--- config.mk ---
export PLATFORM = sky130hd
export DESIGN_NAME = euclid_stream_init
export DESIGN_NICKNAME = d
export VERILOG_FILES = /design/src/rtl/euclid_stream_init.sv
export SDC_FILE = /design/constraint.sdc
export NUM_CORES = 1
export LEC_CHECK = 0
export BUFFER_PORTS_ARGS = -buffer_cell sky130_fd_sc_hd__clkbuf_2
export CAP_MARGIN = 5
export CELL_PAD_IN_SITES_DETAIL_PLACEMENT = 1
export CELL_PAD_IN_SITES_GLOBAL_PLACEMENT = 1
export CORE_MARGIN = 2
export CORE_UTILIZATION = 52
export DETAILED_ROUTE_END_ITERATION = 6
export PLACE_DENSITY = 0.79
export SETUP_SLACK_MARGIN = 0.15
export SYNTH_ARGS = -nofsm -noshare
export SYNTH_HDL_FRONTEND = slang
export SYNTH_SLANG_ARGS = --single-unit
--- constraint.sdc ---
create_clock -name clk -period 3.3 [get_ports clk]
set_clock_uncertainty 0.1 [all_clocks]
set_input_delay 0.495 -clock clk [delete_from_list [all_inputs] [get_ports clk]]
set_output_delay 0.495 -clock clk [all_outputs]
set_load 0.01 [all_outputs]
--- src/rtl/euclid_stream_init.sv ---
// Euclidean-array front end: buffers 2T syndromes and emits one R/Q/L/U init frame.
// Define EUC_INIT_PINGPONG_EN for two syndrome banks so loading overlaps emission.
module euclid_stream_init #(
  parameter int T     = 16,
  parameter int M     = 13,
  parameter int DEG_W = 6
) (
  input  logic             clk,
  input  logic             reset,
  input  logic             syn_valid,
  input  logic [M-1:0]     syn_data,
  output logic             syn_ready,
  output logic [M-1:0]     Rout,
  output logic [M-1:0]     Qout,
  output logic [M-1:0]     Lout,
  output logic [M-1:0]     Uout,
  output logic             start,
  output logic [DEG_W-1:0] deg_Ro,
  output logic [DEG_W-1:0] deg_Qo,
  output logic             stop_o,
  output logic             busy
);

  localparam int N  = 2 * T;
  localparam int LW = $clog2(N);
  localparam int KW = $clog2(N + 1);

`ifdef EUC_INIT_PINGPONG_EN
  localparam logic PP = 1'b1;
`else
  localparam logic PP = 1'b0;
`endif

  typedef enum logic { LD_IDLE, LD_LOAD } ld_state_t;
  typedef enum logic { EM_IDLE, EM_EMIT } em_state_t;

  ld_state_t        ld_state_reg;
  em_state_t        em_state_reg;
  logic [M-1:0]     bank_reg [2][N];
  logic [1:0]       pend_reg;
  logic [DEG_W-1:0] nz_reg [2];
  logic [1:0]       az_reg;
  logic             wr_ptr_reg, rd_ptr_reg, em_bank_reg;
  logic [LW-1:0]    ld_cnt_reg;
  logic [KW-1:0]    k_reg;
  logic [DEG_W-1:0] ld_nz_reg;
  logic             ld_az_reg;
  logic             run_reg;

  logic [M-1:0]     rout_reg, qout_reg, uout_reg;
  logic             start_reg, stop_reg;
  logic [DEG_W-1:0] deg_ro_reg, deg_qo_reg;

  logic             wr_free, accept, first_beat, beat_nz, done_now;
  logic [DEG_W-1:0] fin_nz, launch_nz;
  logic             fin_az, launch_az;
  logic             frame_end, can_launch, from_pend, from_load, launch;
  logic [LW-1:0]    q_idx;

  // The write bank is free unless it holds an unlaunched codeword or is being emitted.
  assign wr_free    = !pend_reg[wr_ptr_reg] &&
                      !(em_state_reg == EM_EMIT && em_bank_reg == wr_ptr_reg);
  assign syn_ready  = run_reg && wr_free;
  assign accept     = syn_valid && syn_ready;
  assign first_beat = (ld_state_reg == LD_IDLE);
  assign beat_nz    = (syn_data != '0);
  assign fin_nz     = beat_nz ? DEG_W'(ld_cnt_reg) : (first_beat ? '0 : ld_nz_reg);
  assign fin_az     = !beat_nz && (first_beat || ld_az_reg);
  assign done_now   = accept && (ld_cnt_reg == LW'(N - 1));

  assign frame_end  = (em_state_reg == EM_EMIT) && (k_reg == KW'(N));
  assign can_launch = (em_state_reg == EM_IDLE) || frame_end;
  assign from_pend  = pend_reg[rd_ptr_reg];
  assign from_load  = done_now && (wr_ptr_reg == rd_ptr_reg);
  assign launch     = can_launch && (from_pend || from_load);
  assign launch_nz  = from_pend ? nz_reg[rd_ptr_reg] : fin_nz;
  assign launch_az  = from_pend ? az_reg[rd_ptr_reg] : fin_az;
  assign q_idx      = LW'(N - 1) - k_reg[LW-1:0];

  assign Rout   = rout_reg;
  assign Qout   = qout_reg;
  assign Lout   = '0;
  assign Uout   = uout_reg;
  assign start  = start_reg;
  assign deg_Ro = deg_ro_reg;
  assign deg_Qo = deg_qo_reg;
  assign stop_o = stop_reg;
  assign busy   = (ld_state_reg == LD_LOAD) || (em_state_reg == EM_EMIT) || (|pend_reg);

  always_ff @(posedge clk or negedge reset) begin
    if (!reset) begin
      for (int b = 0; b < 2; b++) begin
        for (int i = 0; i < N; i++) begin
          bank_reg[b][i] <= '0;
        end
      end
    end else if (accept) begin
      bank_reg[wr_ptr_reg][ld_cnt_reg] <= syn_data;
    end
  end

  always_ff @(posedge clk or negedge reset) begin
    if (!reset) begin
      ld_state_reg <= LD_IDLE;
      ld_cnt_reg   <= '0;
      ld_nz_reg    <= '0;
      ld_az_reg    <= 1'b0;
      wr_ptr_reg   <= 1'b0;
      run_reg      <= 1'b0;
    end else begin
      run_reg <= 1'b1;
      if (accept) begin
        ld_nz_reg <= fin_nz;
        ld_az_reg <= fin_az;
        if (done_now) begin
          ld_state_reg <= LD_IDLE;
          ld_cnt_reg   <= '0;
          wr_ptr_reg   <= wr_ptr_reg ^ PP;
        end else begin
          ld_state_reg <= LD_LOAD;
          ld_cnt_reg   <= ld_cnt_reg + 1'b1;
        end
      end
    end
  end

  // A bank completed while the emitter is busy is parked with its degree summary.
  always_ff @(posedge clk or negedge reset) begin
    if (!reset) begin
      pend_reg <= '0;
      az_reg   <= '0;
      for (int b = 0; b < 2; b++) begin
        nz_reg[b] <= '0;
      end
    end else begin
      for (int b = 0; b < 2; b++) begin
        if (done_now && !(launch && from_load) && wr_ptr_reg == 1'(b)) begin
          pend_reg[b] <= 1'b1;
          nz_reg[b]   <= fin_nz;
          az_reg[b]   <= fin_az;
        end else if (launch && from_pend && rd_ptr_reg == 1'(b)) begin
          pend_reg[b] <= 1'b0;
        end
      end
    end
  end

  always_ff @(posedge clk or negedge reset) begin
    if (!reset) begin
      em_state_reg <= EM_IDLE;
      k_reg        <= '0;
      em_bank_reg  <= 1'b0;
      rd_ptr_reg   <= 1'b0;
      rout_reg     <= '0;
      qout_reg     <= '0;
      uout_reg     <= '0;
      start_reg    <= 1'b0;
      stop_reg     <= 1'b0;
      deg_ro_reg   <= '0;
      deg_qo_reg   <= '0;
    end else if (launch) begin
      em_state_reg <= EM_EMIT;
      k_reg        <= '0;
      em_bank_reg  <= rd_ptr_reg;
      rd_ptr_reg   <= rd_ptr_reg ^ PP;
      rout_reg     <= M'(1);
      qout_reg     <= '0;
      uout_reg     <= '0;
      start_reg    <= 1'b1;
      stop_reg     <= launch_az;
      deg_ro_reg   <= DEG_W'(N);
      deg_qo_reg   <= launch_az ? '0 : launch_nz;
    end else if (em_state_reg == EM_EMIT && !frame_end) begin
      k_reg     <= k_reg + 1'b1;
      rout_reg  <= '0;
      qout_reg  <= bank_reg[em_bank_reg][q_idx];
      uout_reg  <= (k_reg == KW'(N - 1)) ? M'(1) : '0;
      start_reg <= 1'b0;
    end else begin
      em_state_reg <= EM_IDLE;
      k_reg        <= '0;
      rout_reg     <= '0;
      qout_reg     <= '0;
      uout_reg     <= '0;
      start_reg    <= 1'b0;
    end
  end

endmodule
==> reports/metrics.csv, run 1 <==
stage;metric;value;unit
logic_synthesis;synthAdderAreaFrac;0.389;%
die;rows;76;
grt;grt_max_degree;119;
die;die_y;212;um
logic_synthesis;synth_edf_count;0;
routing;vias_per_cell;5.97;
logic_synthesis;synth_top_cell_area_share;52.0;%
logic_synthesis;syn_area;22500;sq um
clocking;cts_tree;built;
worst_setup_path;arrival;3.40;ns
hold_path;hold_class;input port to flop;
flow_run;drv_cap;0;
grt;grt.total_usage;27.9;%
routing;final_antenna_net_count;0;
run_status;status;complete, no violations;
clocking;post_cts_buffers;0;
routing;drt_first_iter_violations;936;
logic_synthesis;synth-xor-area-share;0.155;%
logic_synthesis;syn-instance-count;1584;
sta;drv_slew;0;
cells_and_area;area_growth;9.17;%
die;initial_core_util;52.5;%
sta;final_hold_viol_count;0;
clocking;cts_buffers;51;
clocking;clock_latency;0.60;ns
logic_synthesis;async_flop_share;100;%
clocking;htreeDepth;2;
sta;worst_slew_pin_slew;1.27;ns
die;die_w;212;um
power;switching_share;28.3;%
worst_setup_path;criticalPathCategory;flop to flop;
worst_setup_path;crit_start;k_reg[2]$_DFF_PN0_;
clocking;root_buffer;clkbuf_16;
power;comb_power_share;19.8;%
sta;min_period_over_period;90.0;%
worst_setup_path;cp_max_fo;42;
logic_synthesis;synth_area_leaders;dfrtp_1 52%, mux2_2 16%, mux2_4 7.0%, mux4_2 5.2%, mux2i_1 2.4%;
logic_synthesis;synth-seq-area-share;52.0;%
routing;drt-wirelength-per-cell;27.2;um
cells_and_area;layout-drive-gt1-share;42.3;%
routing;drt_pre_antenna_iters;4;
logic_synthesis;ys_ff_latch;468;
worst_setup_path;cp-start-kind;flop;
placed_design;hpwl;38.4;mm
die;die_area;45000;sq um
cells_and_area;layout.nets;1614;
hold_path;hp-start;syn_data[2];
logic_synthesis;synth_common_cells;468 x dfrtp_1, 320 x mux2_2, 105 x mux2_4;
power;power;15.7;mW
worst_setup_path;worstReg2RegStart;k_reg[2]$_DFF_PN0_;
clocking;clk_pin_slew_worst_paths;0.06;ns
routing;drc;0;
worst_setup_path;end_kind;flop;
logic_synthesis;yosys.area_share.simple;6.12;%
sta;clock.fmax;337;MHz
sta;period_needed;2.97;ns
power;pwr-share-seq;45.0;%
power;ir_drop;0.000524;V
sta;maxSlewHeadroom;14.6;%
hold_path;hold_depth;2;
clocking;clk_path_buf_depth;3;
die;io_pins;84;
power;power_leakage;12.4;nW
worst_setup_path;r2r_cells;5;
power;clkPwrFrac;35.1;%
cells_and_area;largest_reg_flops;416;
clocking;clock_sink_count;468;
logic_synthesis;synth.distinct_cells;56;
grt;antenna_found_initial;4;
power;p_sw;4.45;mW
sta;final-setup-viol-count;0;
die;core_area;42900;sq um
logic_synthesis;ys.flop_type;dfrtp_1;
sta;rsz0062_at_grt;no;
placed_design;place.gp.congestion;0.823;
grt;grt_pass1_wl;93.0;mm
logic_synthesis;syn_avg_cell_area;14.2;sq um
logic_synthesis;synth_top_family_by_area;multiplexers;
placed_design;port_buffers;41;
routing;vias;13200;
routing;totalWireLength;60.2;mm
sta;fin_tns_setup;0;ns
logic_synthesis;synth_compound_area_share;4.57;%
power;p_int;11.3;mW
logic_synthesis;yosysTopAreaCell;dfrtp_1;
logic_synthesis;yosys_warnings;0;
grt;grt_overflow_total;0;
worst_setup_path;critPathRequiredTime;3.73;ns
logic_synthesis;synth_mux_area_share;31.4;%
logic_synthesis;yosysMostFrequentCell;dfrtp_1;
grt;grt_pass1_vias;14800;
power;p_per_area;639;nW/um^2
-- what timing repair did --
action                    in CTS  in global routing
hold endpoints to repair      41                  0
gates resized for setup        0                  0
hold buffers                   1                  0
-- layer usage --
layer / vias up / share of wire, % / GRT usage [%]
met3: 111 / 5.8 / 6.22
met2: 315 / 49 / 45.8
met1: 7119 / 41 / 36.0
met4: 4 / 3.6 / 11.1
met5: - / 0.043 / 0
li1: 5651 / - / -
-- critical path: stages, from the launching register on --
cell	delay [ns]
dfrtp_4	0.62
buf_12	0.33
or2_2	0.42
a211oi_1	0.11
nor4_1	1.07
o32a_1	0.25
-- cells by family after synthesis --
kind of cell / after synthesis
AOI/OAI and AO/OA: 141
xor gates and xnor gates: 4
adders and majority gates: 7
buffers and inverters: 192
DFF: 468
muxes: 548
other: 2
and+or+nand+nor: 222
-- final timing paths --
path,slack (ns),to
worst min-delay path,0.23,bank_reg[418]$_DFFE_PN0P_
max in group asynchronous,1.71,Qout[0]$_DFF_PN0_
worst max-delay path,0.33,Qout[1]$_DFF_PN0_
min in group asynchronous,0.32,bank_reg[803]$_DFFE_PN0P_
worst min register to register,0.28,nz_reg[10]$_DFFE_PN0P_
worst max register to register,0.33,Qout[1]$_DFF_PN0_
-- placed cells by master, fill, tap and decap left out, types with 3 or more instances in the layout --
cell,synthesis,final
ha_1,7,7
nor2b_1,34,34
conb_1,2,43
nor4_1,15,14
a21oi_1,28,28
a211oi_1,26,26
clkbuf_16,0,51
a22oi_1,14,14
and2_1,7,7
clkinv_2,0,6
o21ai_0,12,12
buf_12,0,10
mux2i_1,53,53
clkbuf_8,0,9
inv_6,0,3
nor3b_4,4,4
a221oi_1,4,4
a41o_1,13,13
nand3_1,5,5
nand2b_1,5,5
inv_1,7,7
mux2_4,105,105
clkbuf_1,72,16
nand2_4,32,32
o32a_1,13,13
mux2_1,18,18
a22o_1,6,6
nor3_1,4,4
mux2_2,320,320
dfrtp_1,468,466
o41ai_1,5,5
clkbuf_2,1,40
nor2_1,14,14
nand2_1,84,84
o22ai_1,13,13
buf_4,46,43
xnor2_1,4,4
mux4_2,52,52
-- power by group through the flow --
stage               registers, mW  logic [mW]  clock network (mW)
floorplan                    6.95        2.29                   0
global placement             7.08        2.99                   0
detailed placement           7.15        3.10                   0
CTS                          7.07        3.14                5.59
global route                 7.17        3.36                5.82
finish                       7.07        3.12                5.52
-- through the flow --
step	cell area, sq um	worst slack, ns	util, %	std cells	hold slack (ns)
after global placement	23000	0.425	53.7	2122	0.266
after detailed placement	23000	0.446	53.7	2122	0.269
after global routing	24600	0.310	57.4	2210	0.220
final	24600	0.330	57.4	2212	0.227
after floorplan	22700	0.766	-	1625	0.0994
after CTS	24600	0.434	57.4	2210	0.222
-- final cells by class --
type | instances | area, sq um
Antenna cell | 2 | 5.00
Clock buffer | 76 | 1460
Inverter | 10 | 37.5
Clock inverter | 11 | 116
Fill cell | 4026 | 18300
Tap cell | 585 | 732
Multi-Input combinational cell | 965 | 9780
Timing Repair Buffer | 95 | 748
Sequential cell | 468 | 11700
No activity file was read; power rests on OpenSTA's default activity.
==> run 2: changes to the inputs <==
- CORE_UTILIZATION: 52 -> 54
- CTS_BUF_LIST: default -> sky130_fd_sc_hd__clkbuf_4 sky130_fd_sc_hd__clkbuf_8
- PLACE_DENSITY: 0.79 -> 0.82
==> run 2 against run 1 <==
Against the previous run:
- count of clock-buffer cells in the layout grew 46
- routed wire length grew 0.62%
- critical path depth is the same
- sequential cell count is the same
- worst setup slack gained 0.026 ns
- combinational power is essentially flat
- non-clock buffer count shrank 1
- register-to-register slack gained 0.03 ns
- die area shrank 3.6%
- final area shrank 0.25%
- global-route usage grew 0.97 points
- critical path type unchanged
- highest routed layer unchanged
==> reports/metrics.csv, run 2 (synthesis gave the netlist of run 1 again) <==
stage;metric;value;unit;change
power;power;15.6;mW;-0.79%
sta;drv_slew;0;;unchanged
clocking;cts_resized;0;;unchanged
grt;grt_overflow_total;0;;unchanged
die;io_pins;84;;unchanged
cells_and_area;layout.nets;1640;;+1.6%
grt;grt.total_usage;28.8;%;+0.97 points
worst_setup_path;worstReg2RegStart;k_reg[2]$_DFF_PN0_;;
clocking;clock_latency;0.64;ns;+0.04 ns
grt;grt_pass1_vias;15100;;+2.2%
clocking;postCtsHoldBufs;1;;unchanged
hold_path;hold_class;flop to flop;;
worst_setup_path;crit_buf_inv;1;;unchanged
routing;final_antenna_net_count;0;;unchanged
cells_and_area;final_common_cell;dfrtp_1;;
power;ir_drop;0.000299;V;-43%
clocking;clk_pin_slew_worst_paths;0.06;ns;about the same
routing;vias_per_cell;6.11;;+2.5%
worst_setup_path;cp_top_family;simple AND/OR/NAND/NOR gates;;
power;power_leakage;12.5;nW;+0.60%
sta;fin_tns_setup;0;ns;unchanged
routing;drt-wirelength-per-cell;27.5;um;+1.1%
routing;drt_pre_antenna_iters;4;;unchanged
clocking;root_buffer;clkbuf_8;;
worst_setup_path;cp_max_fo;31;;-26%
placed_design;port_buffers;41;;unchanged
sta;final-setup-viol-count;0;;unchanged
cells_and_area;final_cell_mix;466 x dfrtp_1, 320 x mux2_2, 105 x mux2_4;;
worst_setup_path;regToRegSetupSlack;0.36;ns;+0.03 ns
sta;whs;0.279;ns;+0.0527 ns
die;initial_core_util;54.9;%;+2.4 points
sta;rsz0062_at_grt;no;;
clocking;post_cts_buffers;0;;unchanged
cells_and_area;area_growth;8.89;%;
power;p_per_area;635;nW/um^2;-0.54%
placed_design;place.gp.congestion;0.836;;+1.5%
worst_setup_path;criticalPathCategory;flop to flop;;
worst_setup_path;r2r_cells;5;;unchanged
sta;maxSlewHeadroom;28.3;%;+14 points
sta;clock.fmax;340;MHz;+0.87%
worst_setup_path;arrival;3.42;ns;+0.02 ns
routing;totalWireLength;60.6;mm;+0.62%
grt;grt_pass1_wl;94.9;mm;+2.1%
flow_run;drv_cap;0;;unchanged
placed_design;hpwl;38.8;mm;+0.96%
worst_setup_path;end_kind;flop;;
run_status;status;complete, no violations;;
die;die_w;208;um;-1.8%
placed_design;placed_area;22900;sq um;-0.48%
worst_setup_path;crit_start;k_reg[2]$_DFF_PN0_;;
worst_setup_path;cpMaxStageDelayCell;nor4_1;;
sta;worst_slew_pin_slew;1.07;ns;-0.203 ns
cells_and_area;num_antenna_cells;0;;-2
die;die_y;208;um;-1.8%
cells_and_area;largest_reg_flops;416;;unchanged
worst_setup_path;cpPeakStageDelay;0.89;ns;-0.18 ns
worst_setup_path;crit_end;Qout[9]$_DFF_PN0_;;
worst_setup_path;path_depth;5;;unchanged
clocking;cts_tree;built;;
worst_setup_path;critPathRequiredTime;3.78;ns;+0.05 ns
routing;vias;13500;;+1.9%
clocking;clock_sink_count;468;;unchanged
sta;final_hold_viol_count;0;;unchanged
worst_setup_path;path_cells;nand2b_1, buf_4, o22ai_1, nor4_1, o32a_1;;
routing;drt_first_iter_violations;847;;-9.5%
grt;antenna_found_initial;2;;-2
worst_setup_path;reg2reg_to;Qout[9]$_DFF_PN0_;;
grt;grt_max_degree;88;;-26%
routing;drc;0;;unchanged
die;core_area;41000;sq um;-4.4%
worst_setup_path;cp-start-kind;flop;;
clocking;htreeDepth;3;;+1
cells_and_area;final_area;24500;sq um;-0.25%
sta;period_needed;2.94;ns;-0.0256 ns
die;rows;74;;-2.6%
hold_path;hold_depth;0;;-2
clocking;cts_buffers;78;;+53%
cells_and_area;layout-drive-gt1-share;44.8;%;+2.5 points
sta;min_period_over_period;89.2;%;-0.78 points
cells_and_area;fillers;3867;;-3.9%
die;die_area;43400;sq um;-3.6%
clocking;clk_path_buf_depth;3;;unchanged
run 2: power by group:
group	total (mW)	switching, mW	leakage (nW)	internal [mW]
combinational	3.14	1.65	5.21	1.49
clock	5.38	2.34	0.867	3.03
sequential	7.07	0.511	6.41	6.56
run 2: layout make-up:
class	count	area, sq um	share of cell area (%)
flip-flops and latches	468	11700	47.8
multi-input cells	965	9780	39.9
clock buffers	122	1540	6.28
repair buffers	94	703	2.87
well taps	532	666	2.71
clock inverters	10	88.8	0.362
inverters	10	37.5	0.153
run 2: metrics by stage:
| stage | worst slack [ns] | utilization [%] | std cells |
|---|---|---|---|
| final | 0.355 | 59.8 | 2201 |
| after floorplan | 0.766 | - | 1625 |
| after CTS | 0.345 | 59.8 | 2201 |
| after detailed placement | 0.346 | 55.8 | 2068 |
| after global routing | 0.273 | 59.8 | 2201 |
| after global placement | 0.458 | 55.8 | 2068 |
run 2: routing by layer:
layer  GRT usage (%)  vias up  part of all wire (%)
met1            38.3     7282                    43
met3            6.38      146                   5.4
li1                -     5684                     -
met5               0        -                 0.043
met4            13.7        4                   4.6
met2            45.3      341                    47
run 2: how the worst min path moves through the flow:
stage / slack (ns) / from / end
final: 0.28 / nz_reg[11]$_DFFE_PN0P_ / nz_reg[11]$_DFFE_PN0P_
after global placement: 0.27 / nz_reg[10]$_DFFE_PN0P_ / nz_reg[10]$_DFFE_PN0P_
after global routing: 0.29 / nz_reg[6]$_DFFE_PN0P_ / nz_reg[6]$_DFFE_PN0P_
after CTS: 0.28 / nz_reg[6]$_DFFE_PN0P_ / nz_reg[6]$_DFFE_PN0P_
after detailed placement: 0.27 / nz_reg[8]$_DFFE_PN0P_ / nz_reg[8]$_DFFE_PN0P_
after floorplan: 0.1 / reset / Qout[0]$_DFF_PN0_
==> run 3: changes to the inputs <==
--- a/constraint.sdc
+++ b/constraint.sdc
@@ -4,2 +4,2 @@
 set_output_delay 0.495 -clock clk [all_outputs]
-set_load 0.01 [all_outputs]
+set_load 0.1 [all_outputs]
==> run 3 against run 2 <==
Against the previous run:
- sequential cell count is the same
- sequential share of layout area decreased by 0.18 points
- via count rose by 0.15%
- critical path type unchanged
==> reports/metrics.csv, run 3 (synthesis gave the netlist of run 1 again) <==
stage;metric;value;unit;change
run_status;status;complete, no violations;;
routing;vias;13500;;+0.15%
clocking;htreeDepth;3;;unchanged
power;p_int;11.1;mW;+0.57%
power;ir_drop;0.000503;V;+68%
cells_and_area;final_area;24600;sq um;+0.38%
die;io_pins;84;;unchanged
sta;period_needed;2.70;ns;-0.241 ns
cells_and_area;area_growth;9.30;%;
clocking;clk_path_buf_depth;3;;unchanged
routing;vias_per_cell;6.11;;-0.12%
placed_design;port_buffers;41;;unchanged
die;die_w;208;um;unchanged
power;comb_power_share;22.2;%;+2.0 points
grt;grt_pass1_vias;15000;;-1.1%
clocking;clk_pin_slew_worst_paths;0.06;ns;about the same
clocking;cts_resized;0;;unchanged
sta;min_period_over_period;81.9;%;-7.3 points
sta;maxSlewHeadroom;41.0;%;+13 points
clocking;cts_tree;built;;
cells_and_area;num_antenna_cells;0;;unchanged
worst_setup_path;critPathRequiredTime;3.72;ns;-0.06 ns
cells_and_area;final_util;60.1;%;+0.23 points
power;p_per_area;654;nW/um^2;+3.0%
sta;drv_slew;0;;unchanged
routing;drt-wirelength-per-cell;27.8;um;+1.0%
flow_run;drv_cap;0;;unchanged
routing;drc;0;;unchanged
worst_setup_path;cp_max_fo;9;;-71%
die;core_area;41000;sq um;unchanged
grt;grt_max_degree;89;;+1.1%
sta;final_hold_viol_count;0;;unchanged
cells_and_area;layout.nets;1641;;+0.061%
clocking;clock_latency;0.65;ns;about the same
die;initial_core_util;54.9;%;unchanged
die;die_area;43400;sq um;unchanged
die;die_y;208;um;unchanged
placed_design;placed_area;22900;sq um;+0.21%
routing;totalWireLength;61.3;mm;+1.3%
sta;final-setup-viol-count;0;;unchanged
routing;drt_first_iter_violations;1128;;+33%
placed_design;place.gp.congestion;0.872;;+4.3%
clocking;clock_sink_count;468;;unchanged
routing;drt_pre_antenna_iters;5;;+1
grt;grt.total_usage;28.9;%;+0.079 points
worst_setup_path;criticalPathCategory;flop to flop;;
routing;final_antenna_net_count;0;;unchanged
power;pwr-share-seq;43.9;%;-1.5 points
sta;rsz0062_at_grt;no;;
worst_setup_path;end_kind;flop;;
clocking;root_buffer;clkbuf_8;;
worst_setup_path;arrival;3.12;ns;-0.30 ns
sta;worst_slew_pin_slew;0.877;ns;-0.189 ns
die;rows;74;;unchanged
sta;clock.fmax;370;MHz;+8.9%
power;p_sw;4.96;mW;+10%
power;power_leakage;12.5;nW;+0.29%
cells_and_area;final_common_cell;dfrtp_1;;
cells_and_area;largest_reg_flops;416;;unchanged
grt;antenna_found_initial;1;;-1
grt;grt_pass1_wl;94.9;mm;about the same
worst_setup_path;cp-start-kind;flop;;
power;clkPwrFrac;33.9;%;-0.6 points
clocking;cts_buffers;80;;+2.6%
placed_design;hpwl;39.0;mm;+0.64%
power;switching_share;30.8;%;+1.9 points
sta;fin_tns_setup;0;ns;unchanged
cells_and_area;layout-drive-gt1-share;45.0;%;+0.26 points
grt;grt_overflow_total;0;;unchanged
hold_path;hold_class;flop to flop;;
cells_and_area;final_cell_mix;466 x dfrtp_1, 320 x mux2_2, 105 x mux2_4;;
## run 3: cell types whose count changed in the layout (fill, tap and decap cells not counted)
cell / delta
buf_12: +4
clkbuf_8: +3
clkbuf_4: +6
nor3b_1: -1
bufinv_16: -1
buf_4: -5
clkinv_4: -1
nor3b_2: +1
clkinvlp_4: +2
inv_6: -2
## run 3: critical path, stage by stage (launching register included)
cell	delay, ns
dfrtp_1	0.45
ha_1	0.27
and3_1	0.16
ha_1	0.25
a41oi_1	0.59
nand2b_1	0.37
inv_1	0.12
mux2_2	0.28
## run 3: repair_timing
action	4_1_cts	5_1_grt
setup buffers	0	0
hold endpoints to repair	74	0
hold buffers	1	0
## run 3: path summary, 6_finish.rpt
path | startpoint | to | slack (ns) | cells after the start
max | ld_cnt_reg[0]$_DFFE_PN0P_ | stop_o$_DFFE_PN0P_ | 0.60 | 7
min | nz_reg[10]$_DFFE_PN0P_ | nz_reg[10]$_DFFE_PN0P_ | 0.28 | 0
max reg2reg | ld_cnt_reg[0]$_DFFE_PN0P_ | stop_o$_DFFE_PN0P_ | 0.60 | 7
min reg2reg | nz_reg[10]$_DFFE_PN0P_ | nz_reg[10]$_DFFE_PN0P_ | 0.28 | 0
max in group asynchronous | reset | bank_reg[635]$_DFFE_PN0P_ | 1.84 | 3
min in group asynchronous | reset | bank_reg[814]$_DFFE_PN0P_ | 0.38 | 2
## run 3: cell type report
class	count	area, sq um
clock buffers	131	1630
clock inverters	8	47.5
multi-input cells	965	9790
flip-flops and latches	468	11700
inverters	10	37.5
well taps	532	666
repair buffers	93	746
fillers	3850	16400
## run 3: layer usage
metal,track usage (%),routed length (um),vias to the layer above
li1,-,-,5710
met1,37.9,25900,7252
met2,47.4,29900,385
met3,6.10,3290,128
met4,11.1,2250,2
met5,0,7,-
## run 3: power by group through the flow
stage	sequential (mW)	clock [mW]	combinational [mW]
5_1_grt	7.15	5.82	3.79
3_3_place_gp	7.05	0	3.40
4_1_cts	7.06	5.54	3.58
6_report	7.07	5.46	3.57
2_1_floorplan	7.10	0	2.54
3_5_place_dp	7.15	0	3.55
## run 3: per-stage QoR
stage	power, mW	hold WS, ns	worst slack [ns]	instances
final	16.1	0.277	0.596	2207
after global placement	10.5	0.266	0.725	2067
after detailed placement	10.7	0.269	0.666	2067
after floorplan	9.65	0.0994	0.765	1625
after CTS	16.2	0.283	0.619	2207
after global routing	16.8	0.292	0.384	2207
